### src/rtl/psimd_sat_alu.sv
// ============================================================================
//  Module      : psimd_sat_alu
//  Description : Two-stage packed-SIMD saturating add/sub unit (uadd/usub/
//                sadd/ssub per lane) with valid/ready flow and sticky status.
//  Revision    : 1.0  initial release
// ============================================================================
`default_nettype none

module psimd_sat_alu #(
  parameter int WIDTH  = 16,
  parameter int LANE_W = 4
) (
  input  logic                      clk,
  input  logic                      rst_n,
  input  logic                      in_valid,
  output logic                      in_ready,
  input  logic [WIDTH-1:0]          in_a,
  input  logic [WIDTH-1:0]          in_b,
  input  logic [1:0]                in_op,
  output logic                      out_valid,
  input  logic                      out_ready,
  output logic [WIDTH-1:0]          out_data,
  output logic [WIDTH/LANE_W-1:0]   out_sat,
  input  logic                      clr_sat,
  output logic                      sat_sticky
);

  localparam int c_NLANE = WIDTH / LANE_W;
  localparam int c_MSB   = LANE_W - 1;

  logic                 r_s1_valid;
  logic [WIDTH-1:0]     r_s1_a;
  logic [WIDTH-1:0]     r_s1_b;
  logic [1:0]           r_s1_op;

  logic                 w_adv1;
  logic                 w_adv2;
  logic                 w_deliver;
  logic [WIDTH-1:0]     w_res;
  logic [c_NLANE-1:0]   w_sat;

  assign w_adv2    = !out_valid || out_ready;
  assign w_adv1    = !r_s1_valid || w_adv2;
  assign in_ready  = w_adv1;
  assign w_deliver = out_valid && out_ready;

  for (genvar i = 0; i < c_NLANE; i++) begin : g_lane
    logic [LANE_W-1:0] w_a;
    logic [LANE_W-1:0] w_b;
    logic [LANE_W:0]   w_sum;
    logic              w_sovf;
    logic [LANE_W-1:0] w_lane_res;
    logic              w_lane_sat;

    assign w_a   = r_s1_a[i*LANE_W +: LANE_W];
    assign w_b   = r_s1_b[i*LANE_W +: LANE_W];
    // The extra top bit is the unsigned carry (add) or borrow (sub).
    assign w_sum = r_s1_op[0] ? ({1'b0, w_a} - {1'b0, w_b})
                              : ({1'b0, w_a} + {1'b0, w_b});
    assign w_sovf = r_s1_op[1]
                  && (r_s1_op[0] ? (w_a[c_MSB] != w_b[c_MSB]) : (w_a[c_MSB] == w_b[c_MSB]))
                  && (w_sum[c_MSB] != w_a[c_MSB]);

    always_comb begin
      w_lane_res = w_sum[LANE_W-1:0];
      w_lane_sat = 1'b0;
      if (!r_s1_op[1] && w_sum[LANE_W]) begin
        w_lane_res = r_s1_op[0] ? {LANE_W{1'b0}} : {LANE_W{1'b1}};
        w_lane_sat = 1'b1;
      end else if (w_sovf) begin
        w_lane_res = w_a[c_MSB] ? {1'b1, {(LANE_W-1){1'b0}}} : {1'b0, {(LANE_W-1){1'b1}}};
        w_lane_sat = 1'b1;
      end
    end

    assign w_res[i*LANE_W +: LANE_W] = w_lane_res;
    assign w_sat[i]                  = w_lane_sat;
  end

  always_ff @(posedge clk or negedge rst_n) begin
    if (!rst_n) begin
      r_s1_valid <= 1'b0;
      r_s1_a     <= '0;
      r_s1_b     <= '0;
      r_s1_op    <= 2'b00;
    end else if (w_adv1) begin
      r_s1_valid <= in_valid;
      if (in_valid) begin
        r_s1_a  <= in_a;
        r_s1_b  <= in_b;
        r_s1_op <= in_op;
      end
    end
  end

  always_ff @(posedge clk or negedge rst_n) begin
    if (!rst_n) begin
      out_valid <= 1'b0;
      out_data  <= '0;
      out_sat   <= '0;
    end else if (w_adv2) begin
      out_valid <= r_s1_valid;
      if (r_s1_valid) begin
        out_data <= w_res;
        out_sat  <= w_sat;
      end
    end
  end

  // A saturating delivery takes priority over a coincident clear.
  always_ff @(posedge clk or negedge rst_n) begin
    if (!rst_n) begin
      sat_sticky <= 1'b0;
    end else if (w_deliver && |out_sat) begin
      sat_sticky <= 1'b1;
    end else if (clr_sat) begin
      sat_sticky <= 1'b0;
    end
  end

endmodule

`default_nettype wire

### config.mk
export PLATFORM = sky130hd
export DESIGN_NAME = psimd_sat_alu
export DESIGN_NICKNAME = d
export VERILOG_FILES = /design/src/rtl/psimd_sat_alu.sv
export SDC_FILE = /design/constraint.sdc
export NUM_CORES = 1
export LEC_CHECK = 0
export ABC_CLOCK_PERIOD_IN_PS = 5900
export CAP_MARGIN = 20
export CORE_MARGIN = 2
export CORE_UTILIZATION = 58
export DETAILED_ROUTE_END_ITERATION = 7
export HOLD_SLACK_MARGIN = 0.03
export PLACE_DENSITY_LB_ADDON = 0.15
export SLEW_MARGIN = 20
export SYNTH_ARGS = -nofsm -noshare
export SYNTH_HDL_FRONTEND = slang
export SYNTH_SLANG_ARGS = --single-unit
### constraint.sdc
create_clock -name clk -period 5.9 [get_ports clk]
set_clock_uncertainty 0.15 [all_clocks]
set_input_delay 1.77 -clock clk [delete_from_list [all_inputs] [get_ports clk]]
set_output_delay 1.77 -clock clk [all_outputs]
set_load 0.05 [all_outputs]
## Word-level counts from Yosys, hierarchy flattened

Index checks and enable logic that the tools add are counted.

| word-level totals | value |
|---|---|
| flip-flop bits (word level) | 57 |
| memory bits (writable) | 0 |
| memories | 0 |
| output and inout bits | 23 |
| memory bits (read-only) | 0 |
| input port bits | 39 |
| bits in latches | 0 |
| word-level logic and storage cells | 82 |

| cells by class | value |
|---|---|
| shifts and indexed selects | 0 |
| eq/ne operators | 12 |
| add/sub/neg operators | 8 |
| muxes and demuxes | 31 |
| $mul | 0 |
| bitwise gates (word level) | 0 |
| div/mod/pow operators | 0 |
| reduce and logical (&&, ||, !) cells | 23 |
| magnitude comparators | 0 |

Operators with widths:

| operator | count |
|---|---|
| 4-bit 2-to-1 mux | 13 |
| 4-bit by 4-bit adder with 5-bit output | 4 |
| 5-bit 2-to-1 mux | 4 |
| 4-bit by 4-bit subtractor with 5-bit output | 4 |
| 1-bit logical AND | 14 |
| 1-bit 2-to-1 mux | 14 |
| 1-bit != test | 8 |
| 1-bit == test | 4 |
| 2-bit AND reduction | 2 |
| 4-bit OR reduction | 1 |
| 1-bit logical NOT | 3 |
| 1-bit logical OR | 2 |
| 2-bit nonzero test | 1 |

## Logic depth before layout (Yosys ltp)

| depth | value |
|---|---|
| depth after elaboration | 6 |
| mapped depth | 11 |
| gate-level depth less buffers | 10 |

## Worst setup path after synthesis

Ideal clock, no wire load.

| timing path | value |
|---|---|
| path type | input -> output |
| start point | in out_ready |
| end point | out in_ready |
| data required time | 3.980 ns |
| data arrival time | 2.259 ns |
| path slack | 1.721 ns |
| stages | 1 |
| path buffers | 0 |
| cells stage by stage | nand3b_1 |

| between the ends | value |
|---|---|
| word-level cells in the longest chain between the ends | 2 |

Ends and longest elaborated chain:

| item | RTL line | source |
|---|---|---|
| from (decl) | 21 | `input logic out_ready,` |
| 1-bit logical OR | 42 | `assign w_adv2 = !out_valid \|\| out_ready;` |
| 1-bit logical OR | 43 | `assign w_adv1 = !r_s1_valid \|\| w_adv2;` |
| to (decl) | 16 | `output logic in_ready,` |

Every way passes these cells.

## Final worst setup path

Ends and elaborated chain as after synthesis.

==> reports/metrics.cfg <==
[place]
gp_congestion = 0.859
placed_cells = 495
dp_hpwl_um = 5560
io_buffers = 61

[worst_setup_path]
crit_type = input port to output port
cp-start-kind = input port
r2r-start = r_s1_op[0]
cp.buffers_inverters = 2
cpMaxStageDelayCell = clkdlybuf4s50_1
critical_path_arrival_ns = 3.24
crit_path_end_kind = output port
ff2ff_setup_slack_ns = 2.58
r2r_cells = 8
cp_slowest_stage_delay_ns = 0.82
critPathTopFamily = buffers and inverters
cp_cell_sequence = clkdlybuf4s50_1, nand3b_1, clkdlybuf4s50_1
critPathMaxFanout = 3
crit_top_cell = clkdlybuf4s50_1
required_ns = 3.98
rr_endpoint = out_data[4]

[logic_synthesis]
synth_nets = 428
syn_area_per_cell_um2 = 10.2
syn_inst = 365
yosys_most_used_dff = dfrtp_1
yosys.area.top_type_share = 0.382
synth_cell_types = 56
synth_edf_count = 0
ys_ff_latch = 57
synthArstFlopShare = 1.00
ys_seq_area_frac = 0.382
ys_warn_count = 0
synthTopCellsByArea = dfrtp_1 38%, mux2_2 11%, ha_1 6.7%
yosys.area.top_type = dfrtp_1
synthesis.area_um2 = 3740

[floorplan]
coreArea_um2 = 6280
initial_core_util = 0.595
pin_count = 62
die_h_um = 84.3
die_area_um2 = 7100
std_cell_rows = 29
fp.dieW_um = 84.3

[drt]
viasPerCell = 5.93
vias = 3029
drtAntennaViolNets = 0
drc_errors = 0
dr.first_iter.drc_count = 87
routed_wl_um = 7750
dr.pass1.iters = 4
post_drt_wl_per_cell_um = 15.2

[grt]
grt_pass1_vias = 3023
gr-total-overflow = 0
grt_max_degree = 58
grt_pass1_wl_um = 13600
grt_usage = 0.239
antenna_found_initial = 0

[clock_tree]
ctsHoldBuffers = 0
clock_latency_ns = 0.35
clk_path_buf_depth = 2
cts_setup_buffers = 0
cts_tree = yes
clkSlewWorstSetupHoldPaths_ns = 0.07
clockRootBuffer = clkbuf_8
cts.sinks = 57
htreeDepth = 3
numCtsBuffers = 9
post_cts_resize_count = 0

[sta]
worst_slew_pin_slew_ns = 1.02
rsz0062_at_grt = false
fin_crit_ns = 5.16
fin_setup_tns_ns = 0
hold_viol_final = 0
max_slew_margin = 0.320
setup_viol = 0
fmax_mhz = 194
finalCritPeriodShare = 0.875
maxSlewViolCount = 0

[outcome]
status = completed

[pwr]
p_per_area_nw_per_um2 = 457
leakage_nw = 1.95
max-vdd-ir-drop_uv = 347

[finish]
fin_nets = 492
stdcell_count = 511
diodes = 0
fill_cells = 455
multi_input_area_um2 = 2180
final_layout_size_suffix_gt1_frac = 0.182
seqCellArea_um2 = 1430
area_growth_pct = 23.4

[flow_run]
maxCapViolCount = 0

[worst_hold_path]
min_path_cells = 1
hp-start = r_s1_a[8]
holdPathEnd = r_s1_a[8]
hold_class = flop to flop

==> layout by cell type (no fill, tap or decap), types with 3 or more instances in the layout <==
cell             instances
clkdlybuf4s50_1         60
dfrtp_1                 57
mux2_2                  38
nor2_1                  31
inv_1                   20
ha_1                    20
xnor2_1                 17
nand2_1                 17
o21ai_0                 15
o22ai_1                 10
clkbuf_8                10
a21oi_1                  9
nor3_1                   8
xor2_1                   8
mux2i_1                  6
nor3b_1                  6
nand3b_1                 5
nand3_1                  5
a21o_1                   5
and4_1                   5
o221a_2                  5
or2_2                    5
nand2b_1                 4
o21bai_1                 4
o211ai_1                 4
fa_1                     4
buf_4                    4
and2_1                   3
nor2b_1                  3
nand4_1                  3
==> registers in the layout (all words and copies together), names as in the netlist <==
register	cells
r_s1_b	16
out_data	16
sat_sticky	1
out_valid	1
r_s1_a	16
r_s1_valid	1
out_sat	4
r_s1_op	2
==> stage by stage <==
stage                     hold slack (ns)  utilization  instance area (um2)  total power, mW  setup slack, ns
after floorplan                     0.329            -                 3740             1.42             1.72
after global placement              0.339        0.703                 4410             1.70            0.780
after detailed placement            0.343        0.703                 4410             1.73            0.747
after CTS                           0.360        0.734                 4610             2.11            0.722
after global routing                0.383        0.734                 4610             2.24            0.681
final                               0.356        0.734                 4610             2.11            0.737
==> per-layer routing <==
| layer | up-vias | track usage | routed length (um) |
|---|---|---|---|
| li1 | 1455 | - | - |
| met1 | 1480 | 0.304 | 3470 |
| met2 | 79 | 0.387 | 3760 |
| met3 | 15 | 0.0570 | 333 |
| met4 | 0 | 0.111 | 178 |
| met5 | - | 0 | 0 |
==> cell usage after synthesis (all sizes together) (2+ instances only) <==
cell type	number
a21oi	11
maj3	2
o211ai	5
ha	20
o21bai	4
and3b	2
nand4	3
a21o	5
xor2	8
nor3b	6
nor4	2
and4	5
and2	5
mux2i	6
a2111o	2
or3	2
o22ai	10
nand2	17
or2	5
a221oi	2
o21ai	17
buf	9
xnor2	17
nor2	31
o221a	5
nand3b	5
nand2b	4
mux2	39
dfrtp	57
clkbuf	3
inv	20
or3b	2
fa	4
nand3	5
nor3	8
nor4b	2
nor2b	3
a211oi	2
==> power by group <==
part	internal [mW]	total (mW)	switching (mW)
clock	0.205	0.373	0.168
combinational	0.483	1.14	0.655
sequential	0.495	0.596	0.101
==> area by class of cell <==
type                    instances  area share
multi-input cells             276       0.473
repair buffers                 65       0.138
clock inverters                 5      0.0119
flip-flops and latches         57       0.309
well taps                      77      0.0209
inverters                      20      0.0163
clock buffers                  11      0.0307
==> worst max path at each step <==
stage	startpoint	endpoint	slack (ns)	cells past startpoint
CTS	out_ready	in_ready	0.72	3
detailed placement	out_ready	in_ready	0.75	3
floorplan	out_ready	in_ready	1.72	1
global route	out_ready	in_ready	0.68	3
finish	out_ready	in_ready	0.74	3
global placement	out_ready	in_ready	0.78	3
==> cells by family (layout without fill, tap and decap cells) <==
kind of cell,count (synthesis),in the layout,share of synthesized area
AND/OR/NAND/NOR,110,110,0.162
AO/OA/AOI/OAI,70,70,0.134
flip-flops,57,57,0.382
multiplexers,45,45,0.135
buffers and inverters,32,101,0.0348
adder cells (fa/ha/maj),26,26,0.0938
XOR/XNOR,25,25,0.0586
No activity file was read; power rests on OpenSTA's default activity.
